--- config.mk ---
export PLATFORM = sky130hd
export DESIGN_NAME = serial_adder_ctrl
export DESIGN_NICKNAME = d
export VERILOG_FILES = /design/src/rtl/serial_add_pkg.sv /design/src/rtl/full_adder_cell.sv /design/src/rtl/serial_adder_ctrl.sv
export SDC_FILE = /design/constraint.sdc
export NUM_CORES = 1
export LEC_CHECK = 0
export ABC_AREA = 1
export CAP_MARGIN = 15
export CORE_UTILIZATION = 56
export CTS_BUF_LIST = sky130_fd_sc_hd__clkbuf_4
export DETAILED_ROUTE_END_ITERATION = 12
export HOLD_SLACK_MARGIN = 0.02
export PLACE_DENSITY = 0.95
export SYNTH_ARGS = -nofsm -noshare
export SYNTH_HDL_FRONTEND = slang
export SYNTH_SLANG_ARGS = --single-unit
--- constraint.sdc ---
create_clock -name clk -period 2.25 [get_ports clk]
set_clock_uncertainty 0.2 [all_clocks]
set_input_delay 0.45 -clock clk [delete_from_list [all_inputs] [get_ports clk]]
set_output_delay 0.45 -clock clk [all_outputs]
set_load 0.1 [all_outputs]
--- src/rtl/serial_add_pkg.sv ---
// Shared definitions for the bit-serial adder controller: FSM state type and default width.
package serial_add_pkg;

  localparam int WIDTH_DEFAULT = 8;

  typedef enum logic [1:0] {
    IDLE = 2'd0,
    RUN  = 2'd1,
    DONE = 2'd2
  } state_t;

endpackage

--- src/rtl/full_adder_cell.sv ---
// One-bit full adder, the only arithmetic element of the serial datapath.
module full_adder_cell (
  input  logic a,
  input  logic b,
  input  logic c,
  output logic s,
  output logic co
);

  assign s  = a ^ b ^ c;
  assign co = (a & b) | (a & c) | (b & c);

endmodule

--- src/rtl/serial_adder_ctrl.sv ---
// Bit-serial adder: one full adder time-shared LSB-first over WIDTH cycles.
// Define SERIAL_ADD_OVF_EN to add the signed-overflow output ovf.
//
// state | meaning
// IDLE  | waiting for start; operands captured when start is seen
// RUN   | one bit-step per cycle, WIDTH steps in total
// DONE  | one-cycle result-valid pulse, then back to IDLE
module serial_adder_ctrl
  import serial_add_pkg::*;
#(
  parameter int WIDTH = WIDTH_DEFAULT
) (
  input  logic             clk,
  input  logic             rst,
  input  logic             start,
  input  logic [WIDTH-1:0] op_a,
  input  logic [WIDTH-1:0] op_b,
  input  logic             cin,
  output logic             busy,
  output logic             done,
  output logic [WIDTH-1:0] sum,
  output logic             cout
`ifdef SERIAL_ADD_OVF_EN
  ,
  output logic             ovf
`endif
);

  localparam int CW = $clog2(WIDTH) + 1;
  localparam logic [CW-1:0] LAST = CW'(WIDTH - 1);

  state_t           state_q, state_d;
  logic [WIDTH-1:0] a_q, b_q, sum_shift;
  logic             carry_q;
  logic [CW-1:0]    cnt_q;
  logic             fa_s, fa_co;
  logic             last_step;

  full_adder_cell u_fa (
    .a  (a_q[0]),
    .b  (b_q[0]),
    .c  (carry_q),
    .s  (fa_s),
    .co (fa_co)
  );

  assign last_step = (cnt_q == LAST);
  assign busy      = (state_q == RUN);
  assign done      = (state_q == DONE);

  always_comb begin
    state_d = state_q;
    case (state_q)
      IDLE:    if (start) state_d = RUN;
      RUN:     if (last_step) state_d = DONE;
      DONE:    state_d = IDLE;
      default: state_d = IDLE;
    endcase
  end

  // New sum bit enters at the MSB so the result is aligned after WIDTH steps.
  always_comb begin
    sum_shift            = sum >> 1;
    sum_shift[WIDTH-1]   = fa_s;
  end

  always_ff @(posedge clk or posedge rst) begin
    if (rst) begin
      state_q <= IDLE;
      a_q     <= '0;
      b_q     <= '0;
      carry_q <= 1'b0;
      cnt_q   <= '0;
      sum     <= '0;
      cout    <= 1'b0;
`ifdef SERIAL_ADD_OVF_EN
      ovf     <= 1'b0;
`endif
    end else begin
      state_q <= state_d;
      case (state_q)
        IDLE: begin
          if (start) begin
            a_q     <= op_a;
            b_q     <= op_b;
            carry_q <= cin;
            cnt_q   <= '0;
            sum     <= '0;
            cout    <= 1'b0;
`ifdef SERIAL_ADD_OVF_EN
            ovf     <= 1'b0;
`endif
          end
        end
        RUN: begin
          a_q     <= a_q >> 1;
          b_q     <= b_q >> 1;
          carry_q <= fa_co;
          sum     <= sum_shift;
          cnt_q   <= cnt_q + CW'(1);
          if (last_step) begin
            cout <= fa_co;
`ifdef SERIAL_ADD_OVF_EN
            // carry_q here is the carry into the MSB
            ovf  <= carry_q ^ fa_co;
`endif
          end
        end
        default: ;
      endcase
    end
  end

endmodule

Word level (Yosys, flattened, before mapping)
Index checks and enable logic that the tools add are counted.
- flip-flop bits (word level): 32
- bits of input ports: 20
- output and inout bits: 11
- logic and storage cells: 41
- add/sub/neg operators: 1
- equal/unequal tests: 5
- multiplexer cells: 16
- bitwise gates (word level): 7
- reduce and logical (&&, ||, !) cells: 5
- operators by type and width (operator ; count):
    case mux 8 bit (2 select lines) ; 3
    two-way mux 8 bit ; 3
    case mux 4 bit (2 select lines) ; 1
    adder 4 x 1 -> 4 bit (second input constant) ; 1
    equality test 4 x 3 -> 1 bit (second input constant) ; 1
    two-way mux 2 bit ; 2
    two-way mux 4 bit ; 1
    case mux 1 bit (2 select lines) ; 2
    case mux 2 bit (2 select lines) ; 1
    AND reduction 2 bit ; 2
    bitwise AND 1 bit ; 3
    two-way mux 1 bit ; 3
    AND reduction 3 bit ; 1
    equality test 2 x 1 -> 1 bit (second input constant) ; 1
    equality test 2 bit (second input constant) ; 1
    logical NOT 2 bit ; 1
    inequality test 2 x 1 -> 1 bit (second input constant) ; 1
    inequality test 2 bit (second input constant) ; 1
    OR 1 bit ; 2
    nonzero test 2 bit ; 1
    bitwise XOR 1 bit ; 2

Depth between registers and ports, before layout
Gate-level depths: netlist (run 1).
- depth in word-level cells: 5
- depth in mapped cells: 6
- gate-level depth less buffers: 6

Modules after synthesis
Synthesis (run 1) repeated with hierarchy kept, for this count alone.
- cell total of the unflattened synthesis: 158
- area, all modules: 1421.4 um^2
- modules (own cells, without submodules) (module ; instances ; cells each ; area an instance (um^2) ; seq. area each (um^2)):
    serial_adder_ctrl ; 1 ; 157 ; 1401.3 ; 800.8
    full_adder_cell ; 1 ; 1 ; 20.0 ; 0.0

Least setup slack after synthesis (run 1)
Ideal clock, no wire load.
- path kind: register -> output
- start: reg state_q[0]
- end: out done
- data arrival time: 1.692 ns
- data required time: 1.600 ns
- path slack: -0.092 ns
- cell stages (with the launch flop): 2
- buffers on the path: 0
- cells stage by stage: dfrtp_1 nor2_1
- cells in the longest elaborated chain, start to end: 1
- RTL lines (item ; line ; text):
    start, declared ; serial_adder_ctrl.sv:32 ; state_t state_q, state_d;
    start signal, assigned ; serial_adder_ctrl.sv:80 ; state_q <= state_d;
    equality test 2 bit ; serial_adder_ctrl.sv:49 ; assign done = (state_q == DONE);
    end, declared ; serial_adder_ctrl.sv:20 ; output logic done,
No other way between the ends.

Worst setup path after layout (run 1)
- start: reg state_q[1]
- end: out busy
- cells in the longest elaborated chain, start to end: 1
- RTL lines (item ; line ; text):
    equality test 2 x 1 -> 1 bit ; serial_adder_ctrl.sv:48 ; assign busy = (state_q == RUN);
    end, declared ; serial_adder_ctrl.sv:19 ; output logic busy,
No other way between the ends.

==> impl_metrics.py, run 1 <==
metrics = {
    "sta": {
        "slew_viol_final": 0,
        "final-setup-viol-count": 0,
        "timing.setup.tns_ns": 0,
        "timing_worst_slew_pin_value_ns": 0.382,
        "slew-limit-headroom": 0.746,
        "part_of_the_cycle_the_worst_path_needs": 0.854,
        "grt_setup_unrepaired": "false",
        "hold_viol_final": 0,
        "finalWorstSetupSlack_ns": 0.328,
        "post-route-min-period_ns": 1.92,
        "fmax_mhz": 520,
    },
    "global_routing": {
        "first_global_vias": 1160,
        "wire_length_of_the_first_global_routing_pass_um": 4980,
        "globalRoute.totalOverflow": 0,
        "grt_max_degree": 33,
        "grt_antenna_before_repair": 0,
        "grt_usage": 0.257,
    },
    "final_layout": {
        "mostFrequentLayoutCells": "sky130_fd_sc_hd__nand2_1, sky130_fd_sc_hd__nand3_1, sky130_fd_sc_hd__dfrtp_1, sky130_fd_sc_hd__clkdlybuf4s50_1, sky130_fd_sc_hd__inv_1",
        "final_nets": 214,
        "drive_gt1_frac": 0.150,
        "num-fill-cells": 154,
        "insertedDiodeCount": 0,
        "layout_commonest_cell": "sky130_fd_sc_hd__nand2_1",
        "postLayoutCoreUtil": 0.772,
        "post-route-cell-area_mm2": 0.00179,
        "synthToLayoutAreaGrowth_pct": 25.0,
    },
    "pwr": {
        "static-leakage-power_uw": 0.000875,
        "seq_power_share": 0.352,
        "comb_power_share": 0.523,
        "power_switching_share": 0.503,
        "cellInternalPower_uw": 1320,
        "design_power_total_uw": 2660,
        "clkPwrFrac": 0.125,
        "power.density_cell_area_mw_per_mm2": 1480,
        "peakVddDrop_v": 0.00141,
        "power_switching_uw": 1340,
    },
    "worst_setup_path": {
        "worst_ep_arrival_time_ns": 1.27,
        "crit_path_end_kind": "primary output",
        "timing.critical_path.required_ns": 1.60,
        "regToRegStartpoint": "state_q[0]",
        "worst_r2r_path_depth": 6,
        "worstPathMaxFanout": 18,
        "timing.critical_path.from": "state_q[1]",
        "setup.worst_path.class": "register to primary output",
        "timing.critical_path.from_type": "register",
    },
    "routing": {
        "num_vias": 1217,
        "drt_first_pass_iters": 4,
        "antenna_left": 0,
        "drt_drc_violations_left": 0,
        "drt-vias-per-instance": 5.51,
        "wirelength_um": 2840,
        "drtIter0Drc": 42,
        "avgRoutedWirePerCell_um": 12.9,
    },
    "clocking": {
        "cts_sinks": 32,
        "clock_slew_at_the_register_clock_pins_of_the_worst_setup_and_hold_paths_ns": 0.10,
        "clkLatencyLatePin_ns": 0.33,
        "clock_tree.htree_level_count": 2,
        "count_of_buffers_added_by_post_cts_timing_repair_for_setup": 0,
        "cts.hold.buffers_added": 0,
        "clock-root-buffer": "sky130_fd_sc_hd__clkbuf_4",
        "cts_max_path_buffers": 2,
        "cts_buffers": 5,
        "number_of_gates_resized_after_cts": 0,
        "tritoncts": "yes",
    },
    "yosys": {
        "synth_nets": 181,
        "synth.lib_cells_used.distinct": 19,
        "muxShareOfSynthArea": 0,
        "post_synth_xor_xnor_area": 0.00611,
        "synth_area_mm2": 0.00143,
        "synth-compound-area-share": 0.0480,
        "synth-seq-cells": 32,
        "largest_family_of_logic_cells_by_synthesized_area": "simple AND/OR/NAND/NOR gates",
        "ys_seq_area_frac": 0.559,
        "synth-adder-area-share": 0.0227,
        "syn-mean-instance-area_um2": 9.01,
        "yosys.area_share.simple": 0.279,
        "yosysWarnings": 0,
        "postSynthCellCount": 159,
    },
    "place": {
        "gp_routability_congestion": 0.785,
        "place.detailed.hpwl_um": 1990,
        "io_buffer_count": 30,
        "post_place_instance_area_mm2": 0.00173,
        "pre_cts_slack_ns": 0.425,
    },
    "floorplanning": {
        "floorplan.initialDensity": 0.618,
        "die_x_um": 52.6,
        "chipHeight_um": 52.6,
        "number_of_cell_rows": 17,
        "die_area_mm2": 0.00276,
        "design.core.area_mm2": 0.00232,
        "ioPinCount": 31,
    },
    "run": {
        "maxCapViolCount": 0,
    },
    "min_path": {
        "hold_path_class": "input port to asynchronous set/reset pin",
    },
    "run_status": {
        "run_status": "complete, no violations",
    },
}
-- path summary, 6_finish.rpt --
check                      endpoint  slack [ns]
max                            busy        0.33
min                        cnt_q[1]        0.29
max reg2reg                    cout        0.69
min reg2reg                    cout        0.30
max in group asynchronous      cout        1.29
min in group clk               cout        0.30
-- state kept, by name, summed over array words and instances (netlist names) --
name and flops:
b_q 8, cnt_q 4, carry_q 1, sum 8, a_q 8, cout 1
state_q 2
-- power by group through the flow --
stage	combinational (uW)	clock [uW]	sequential [uW]
after global routing	1490	359	963
after floorplan	670	0	1370
after CTS	1400	337	935
after detailed placement	1390	0	943
final	1390	332	935
after global placement	1350	0	931
-- kinds of logic (layout without fill, tap and decap cells) --
logic type | after synthesis | in the layout
buffers and inverters | 23 | 57
AND/OR/NAND/NOR | 89 | 89
XOR/XNOR | 1 | 1
AO/OA/AOI/OAI | 12 | 12
adder cells (fa/ha/maj) | 2 | 2
flip-flops | 32 | 32
-- layer usage --
| layer | GRT usage | vias to the layer above | wire, um |
|---|---|---|---|
| met2 | 0.418 | 40 | 1460 |
| met3 | 0.0609 | 5 | 143 |
| met1 | 0.315 | 593 | 1200 |
| met5 | 0 | - | 0 |
| li1 | - | 579 | - |
| met4 | 0.136 | 0 | 40 |
-- critical path, stage by stage (launching register included) --
cell	delay (ns)
sky130_fd_sc_hd__dfrtp_1	0.41
sky130_fd_sc_hd__inv_2	0.10
sky130_fd_sc_hd__nand2_4	0.06
sky130_fd_sc_hd__inv_4	0.17
sky130_fd_sc_hd__buf_12	0.20
-- metrics by stage --
stage | hold WS [ns] | instances
6_report | 0.287 | 221
5_1_grt | 0.340 | 221
4_1_cts | 0.290 | 221
3_5_place_dp | 0.281 | 213
3_3_place_gp | 0.258 | 213
2_1_floorplan | 0.266 | 159
-- area by class of cell --
class                      count  area [um^2]  share of cell area
clock buffer                   7         52.6              0.0294
sequential                    32          801               0.447
inverter                      16         65.1              0.0363
multi-input combinational    104          513               0.287
timing repair buffer          33          320               0.179
clock inverter                 1         3.75             0.00210
tap                           28         35.0              0.0196
-- synth_stat cells --
| cell type | instances | area share |
|---|---|---|
| sky130_fd_sc_hd__buf_6 | 3 | 0.024 |
| sky130_fd_sc_hd__nor2_1 | 4 | 0.010 |
| sky130_fd_sc_hd__nand3_1 | 37 | 0.13 |
| sky130_fd_sc_hd__buf_2 | 3 | 0.010 |
| sky130_fd_sc_hd__inv_1 | 13 | 0.034 |
| sky130_fd_sc_hd__a21oi_1 | 1 | 0.0035 |
| sky130_fd_sc_hd__xnor2_1 | 1 | 0.0061 |
| sky130_fd_sc_hd__inv_4 | 2 | 0.0087 |
| sky130_fd_sc_hd__dfrtp_1 | 32 | 0.56 |
| sky130_fd_sc_hd__inv_2 | 1 | 0.0026 |
| sky130_fd_sc_hd__nor2_4 | 1 | 0.0079 |
| sky130_fd_sc_hd__nand2_1 | 44 | 0.12 |
| sky130_fd_sc_hd__fa_1 | 1 | 0.014 |
| sky130_fd_sc_hd__ha_1 | 1 | 0.0087 |
| sky130_fd_sc_hd__o22ai_1 | 7 | 0.031 |
| sky130_fd_sc_hd__o21ai_0 | 4 | 0.014 |
| sky130_fd_sc_hd__nand2_4 | 1 | 0.0079 |
| sky130_fd_sc_hd__buf_4 | 1 | 0.0052 |
| sky130_fd_sc_hd__nand2_2 | 2 | 0.0087 |
(Power assumes the default switching activity.)
==> run 2: changes to the inputs <==
- CORE_UTILIZATION: 56 -> 52
- PLACE_DENSITY: 0.95 -> 0.9
- RECOVER_POWER: default -> 50
- SYNTH_HIERARCHICAL: default -> 1
- clock period: 2.25 -> 1.9 ns (I/O delays scaled with it)
==> impl_metrics.py, run 2 <==
metrics = {
    "worst_setup_path": {
        "crit_path_cell_trace": "inv_2 > nand2_4 > inv_8 > buf_12",
        "worst_ep_arrival_time_ns": 1.23,
        "crit_path_end_kind": "primary output",
        "timing.critical_path.required_ns": 1.32,
        "setup.worst_path.class": "register to primary output",
        "critical_path.max_stage_delay_ns": 0.42,
        "critical-path-top-delay-family": "flip-flops",
        "timing.critical_path.from_type": "register",
        "worstPathMaxFanout": 18,
        "critical_path.slowest_cell": "sky130_fd_sc_hd__dfrtp_1",
        "crit_path_buf_inv_count": 3,
    },
    "final_layout": {
        "insertedDiodeCount": 0,
        "mostFrequentLayoutCells": "sky130_fd_sc_hd__nand2_1, sky130_fd_sc_hd__nand3_1, sky130_fd_sc_hd__dfrtp_1, sky130_fd_sc_hd__clkdlybuf4s50_1, sky130_fd_sc_hd__buf_12",
        "final_nets": 213,
        "multiInputGateArea_um2": 519,
        "regArea_um2": 801,
        "post-route-cell-area_mm2": 0.00190,
        "synthToLayoutAreaGrowth_pct": 33.7,
        "layout_commonest_cell": "sky130_fd_sc_hd__nand2_1",
        "drive_gt1_frac": 0.151,
        "fin_cells": 222,
        "reg_top3": "a_q x8, b_q x8, sum x8",
        "num-fill-cells": 188,
    },
    "sta": {
        "slew_viol_final": 0,
        "timing_worst_slew_pin_value_ns": 0.766,
        "hold-worst-slack_ns": 0.305,
        "timing.setup.tns_ns": 0,
        "hold_viol_final": 0,
        "fmax_mhz": 554,
        "grt_setup_unrepaired": "false",
        "slew-limit-headroom": 0.489,
        "post-route-min-period_ns": 1.81,
        "part_of_the_cycle_the_worst_path_needs": 0.950,
        "final-setup-viol-count": 0,
    },
    "clocking": {
        "count_of_buffers_added_by_post_cts_timing_repair_for_setup": 0,
        "cts_buffers": 5,
        "clock_slew_at_the_register_clock_pins_of_the_worst_setup_and_hold_paths_ns": 0.10,
        "clkLatencyLatePin_ns": 0.32,
        "clock_tree.htree_level_count": 2,
        "cts.hold.buffers_added": 0,
        "clock-root-buffer": "sky130_fd_sc_hd__clkbuf_4",
        "cts_sinks": 32,
        "tritoncts": "yes",
        "cts_max_path_buffers": 2,
    },
    "global_routing": {
        "grt_antenna_before_repair": 0,
        "grt_max_degree": 34,
        "first_global_vias": 1051,
        "grt_usage": 0.223,
        "wire_length_of_the_first_global_routing_pass_um": 4440,
        "globalRoute.totalOverflow": 0,
    },
    "routing": {
        "met3_length_um": 138,
        "wirelength_um": 2790,
        "antenna_left": 0,
        "drt_first_pass_iters": 4,
        "num_vias": 1149,
        "met2WireLength_um": 1350,
        "detail_route.wirelength.met1_um": 1290,
        "drt_drc_violations_left": 0,
        "drt-vias-per-instance": 5.18,
        "avgRoutedWirePerCell_um": 12.6,
        "drtIter0Drc": 37,
        "highest-signal-layer": "met4",
    },
    "yosys": {
        "synthMostInstantiatedCell": "sky130_fd_sc_hd__nand2_1",
        "ys_seq_area_frac": 0.563,
        "async_flop_share": 1.00,
        "postSynthCellCount": 158,
        "netlist.top_cell.by_area": "sky130_fd_sc_hd__dfrtp_1",
        "synth.lib_cells_used.distinct": 20,
        "share_of_the_synthesized_area_in_the_top_cell_type": 0.563,
        "number_of_flops_mapped_to_enable_cells_by_yosys": 0,
        "ys_top_cells_by_count": "sky130_fd_sc_hd__nand2_1, sky130_fd_sc_hd__nand3_1, sky130_fd_sc_hd__dfrtp_1",
        "synth_area_mm2": 0.00142,
        "yosysWarnings": 6,
        "synth-seq-cells": 32,
        "synth_nets": 180,
        "syn-mean-instance-area_um2": 9.00,
        "ys_top_cells_by_area": "sky130_fd_sc_hd__dfrtp_1, sky130_fd_sc_hd__nand3_1, sky130_fd_sc_hd__nand2_1, sky130_fd_sc_hd__inv_1, sky130_fd_sc_hd__o22ai_1",
        "postSynth.topFlopCell": "sky130_fd_sc_hd__dfrtp_1",
    },
    "floorplanning": {
        "chipHeight_um": 54.3,
        "ioPinCount": 31,
        "die_area_mm2": 0.00295,
        "design.core.area_mm2": 0.00252,
        "die_x_um": 54.3,
        "floorplan.initialDensity": 0.563,
        "number_of_cell_rows": 18,
    },
    "place": {
        "post_place_instance_area_mm2": 0.00184,
        "place.detailed.hpwl_um": 1940,
        "gp_routability_congestion": 0.756,
        "dp_cells": 214,
        "io_buffer_count": 30,
    },
    "pwr": {
        "power.density_cell_area_mw_per_mm2": 1790,
        "peakVddDrop_v": 0.00200,
        "design_power_total_uw": 3400,
        "static-leakage-power_uw": 0.000902,
    },
    "run_status": {
        "run_status": "complete, no violations",
    },
    "min_path": {
        "hold_path_class": "register to register",
    },
    "run": {
        "maxCapViolCount": 0,
    },
}
==> run 2: cell count changes after synthesis, sizes merged <==
cell / previous run / this run
nand2: 47 / 49
inv: 16 / 13
nand3: 37 / 36
o21ai: 4 / 6
o22ai: 7 / 6
==> run 2: cells by family (layout without fill, tap and decap cells) <==
logic type / Yosys count / count (layout) / synth area share
buf+inv: 20 / 54 / 0.0731
flops: 32 / 32 / 0.563
simple gates: 90 / 90 / 0.283
xor+xnor: 1 / 1 / 0.00616
fa+ha+maj: 2 / 2 / 0.0229
compound gates: 13 / 13 / 0.0510
==> run 2: final timing paths <==
path / depth (start not counted) / end / slack, ns / start
min in group asynchronous: 3 / sum[1] / 0.51 / rst
min: 2 / a_q[0] / 0.31 / a_q[1]
max in group asynchronous: 3 / a_q[0] / 0.51 / rst
min reg2reg: 2 / a_q[0] / 0.31 / a_q[1]
max: 4 / busy / 0.09 / state_q[1]
max reg2reg: 6 / cout / 0.30 / state_q[0]
==> run 2: final cells by class <==
type,instances,area share
sequential,32,0.421
multi-input combinational,106,0.273
timing repair buffer,33,0.226
inverter,13,0.0296
clock buffer,7,0.0276
tap,30,0.0197
clock inverter,1,0.00197
==> run 2: worst reg2reg max path: stages (launching register included) <==
cell and delay, ns:
sky130_fd_sc_hd__dfrtp_1 0.46, sky130_fd_sc_hd__nand2_4 0.13, sky130_fd_sc_hd__buf_4 0.33, sky130_fd_sc_hd__nand2_2 0.22
sky130_fd_sc_hd__nand2_1 0.12, sky130_fd_sc_hd__nand2_1 0.05, sky130_fd_sc_hd__nand2_1 0.05
==> run 2: routing by layer <==
layer | up-vias | global-route usage
met5 | - | 0
met4 | 0 | 0.0855
met3 | 2 | 0.0917
met2 | 34 | 0.352
met1 | 532 | 0.272
li1 | 581 | -
==> run 2: what timing repair did <==
item                                   4_1_cts  5_1_grt
endpoints found under the hold margin        0        0
setup endpoints to repair                    0        1
resized for setup                            0        2
==> run 2: stage by stage <==
stage	worst slack, ns	util
4_1_cts	0.0295	0.752
3_5_place_dp	0.201	0.730
2_1_floorplan	0.0829	-
6_report	0.0941	0.753
5_1_grt	0.0127	0.753
3_3_place_gp	0.229	0.730
==> run 2: where the power goes <==
part | internal (uW) | total [uW] | switching, uW
sequential | 944 | 1160 | 217
combinational | 647 | 1850 | 1200
clock | 171 | 390 | 219
==> run 3: changes to the inputs <==
- RECOVER_POWER: 50 -> default
==> impl_metrics.py, run 3 (synthesis gave the netlist of run 2 again) <==
metrics = {
    "final_layout": {
        "regArea_um2": 801,
        "num-fill-cells": 187,
        "synthToLayoutAreaGrowth_pct": 33.9,
        "multiInputGateArea_um2": 519,
        "post-route-cell-area_mm2": 0.00190,
        "layout_commonest_cell": "sky130_fd_sc_hd__nand2_1",
        "mostFrequentLayoutCells": "sky130_fd_sc_hd__nand2_1, sky130_fd_sc_hd__nand3_1, sky130_fd_sc_hd__dfrtp_1, sky130_fd_sc_hd__clkdlybuf4s50_1, sky130_fd_sc_hd__buf_12",
        "reg_top3": "a_q x8, b_q x8, sum x8",
        "drive_gt1_frac": 0.151,
        "insertedDiodeCount": 0,
        "final_nets": 213,
    },
    "floorplanning": {
        "number_of_cell_rows": 18,
        "chipHeight_um": 54.3,
        "ioPinCount": 31,
        "design.core.area_mm2": 0.00252,
        "die_area_mm2": 0.00295,
        "die_x_um": 54.3,
        "floorplan.initialDensity": 0.563,
    },
    "routing": {
        "drt-vias-per-instance": 5.18,
        "wirelength_um": 2790,
        "drt_first_pass_iters": 4,
        "drt_drc_violations_left": 0,
        "antenna_left": 0,
        "num_vias": 1149,
        "avgRoutedWirePerCell_um": 12.6,
        "drtIter0Drc": 37,
    },
    "sta": {
        "timing.setup.tns_ns": 0,
        "slew-limit-headroom": 0.738,
        "hold_viol_final": 0,
        "fmax_mhz": 554,
        "slew_viol_final": 0,
        "post-route-min-period_ns": 1.81,
        "part_of_the_cycle_the_worst_path_needs": 0.950,
        "grt_setup_unrepaired": "false",
        "timing_worst_slew_pin_value_ns": 0.393,
        "final-setup-viol-count": 0,
        "hold-worst-slack_ns": 0.229,
        "finalWorstSetupSlack_ns": 0.0941,
    },
    "clocking": {
        "cts_sinks": 32,
        "clkLatencyLatePin_ns": 0.32,
        "count_of_buffers_added_by_post_cts_timing_repair_for_setup": 0,
        "clock-root-buffer": "sky130_fd_sc_hd__clkbuf_4",
        "cts_max_path_buffers": 2,
        "cts_buffers": 5,
        "tritoncts": "yes",
        "clock_tree.htree_level_count": 2,
        "clock_slew_at_the_register_clock_pins_of_the_worst_setup_and_hold_paths_ns": 0.10,
    },
    "run_status": {
        "run_status": "complete, no violations",
    },
    "worst_setup_path": {
        "setup.worst_path.class": "register to primary output",
        "critical_path.slowest_cell": "sky130_fd_sc_hd__dfrtp_1",
        "worstPathMaxFanout": 18,
        "worst_ep_arrival_time_ns": 1.23,
        "critical_path.max_stage_delay_ns": 0.42,
        "timing.critical_path.required_ns": 1.32,
        "critical-path-top-delay-family": "flip-flops",
        "crit_path_end_kind": "primary output",
        "crit_path_cell_trace": "inv_2 > nand2_4 > inv_8 > buf_12",
        "timing.critical_path.from_type": "register",
        "crit_path_buf_inv_count": 3,
    },
    "global_routing": {
        "globalRoute.totalOverflow": 0,
        "first_global_vias": 1051,
        "wire_length_of_the_first_global_routing_pass_um": 4440,
        "grt.met1_usage": 0.272,
        "grtUsageMet2": 0.352,
        "globalRoute.busiestLayer": "met2",
        "grt_use_met3": 0.0917,
        "grt_antenna_before_repair": 0,
        "grt_max_degree": 34,
        "grt_usage": 0.223,
    },
    "place": {
        "gp_routability_congestion": 0.756,
        "post_place_instance_area_mm2": 0.00184,
        "place.detailed.hpwl_um": 1940,
        "io_buffer_count": 30,
        "pre_cts_slack_ns": 0.201,
    },
    "min_path": {
        "hold_path_class": "input port to asynchronous set/reset pin",
    },
    "pwr": {
        "peakVddDrop_v": 0.00200,
        "power.density_cell_area_mw_per_mm2": 1790,
        "static-leakage-power_uw": 0.000902,
    },
    "run": {
        "maxCapViolCount": 0,
    },
}
## run 3: worst paths after layout
kind                           to  depth (start not counted)  startpoint  slack (ns)
max                          busy                          4  state_q[1]        0.09
min                        sum[1]                          3         rst        0.23
max reg2reg                  cout                          6  state_q[0]        0.30
min reg2reg                a_q[0]                          2      a_q[1]        0.31
max in group asynchronous  a_q[0]                          3         rst        0.99
min in group clk           a_q[0]                          2      a_q[1]        0.31
## run 3: tightest hold or removal path, cell delays in order
cell and delay [ns]:
sky130_fd_sc_hd__clkdlybuf4s50_1 0.40, sky130_fd_sc_hd__inv_1 0.05, sky130_fd_sc_hd__buf_4 0.35
## run 3: what timing repair did
action | in CTS | in global routing
setup endpoints to repair | 0 | 1
endpoints found under the hold margin | 0 | 0
hold buffers | 0 | 0
gates resized for setup | 0 | 2
## run 3: metrics by stage
stage                     total power (uW)  utilization  std cells
after global placement                2960        0.730        214
final                                 3400        0.754        222
after global routing                  3600        0.754        222
after floorplan                       2420            -        158
after CTS                             3410        0.752        222
after detailed placement              3020        0.730        214
## run 3: report_power, final
part	switching (uW)	internal [uW]
registers	217	944
clock network	219	171
logic	1200	648
total	1640	1760
## run 3: layout make-up
| cell class | count | area share |
|---|---|---|
| tap | 30 | 0.0197 |
| clock buffer | 7 | 0.0276 |
| sequential | 32 | 0.421 |
| inverter | 13 | 0.0296 |
| timing repair buffer | 33 | 0.227 |
| clock inverter | 1 | 0.00197 |
| multi-input combinational | 106 | 0.273 |
## run 3: layer usage
metal,share of wire,vias up,wire [um]
met5,0,-,0
met2,0.48,34,1350
li1,-,581,-
met1,0.46,532,1290
met3,0.049,2,138
met4,0.0054,0,15
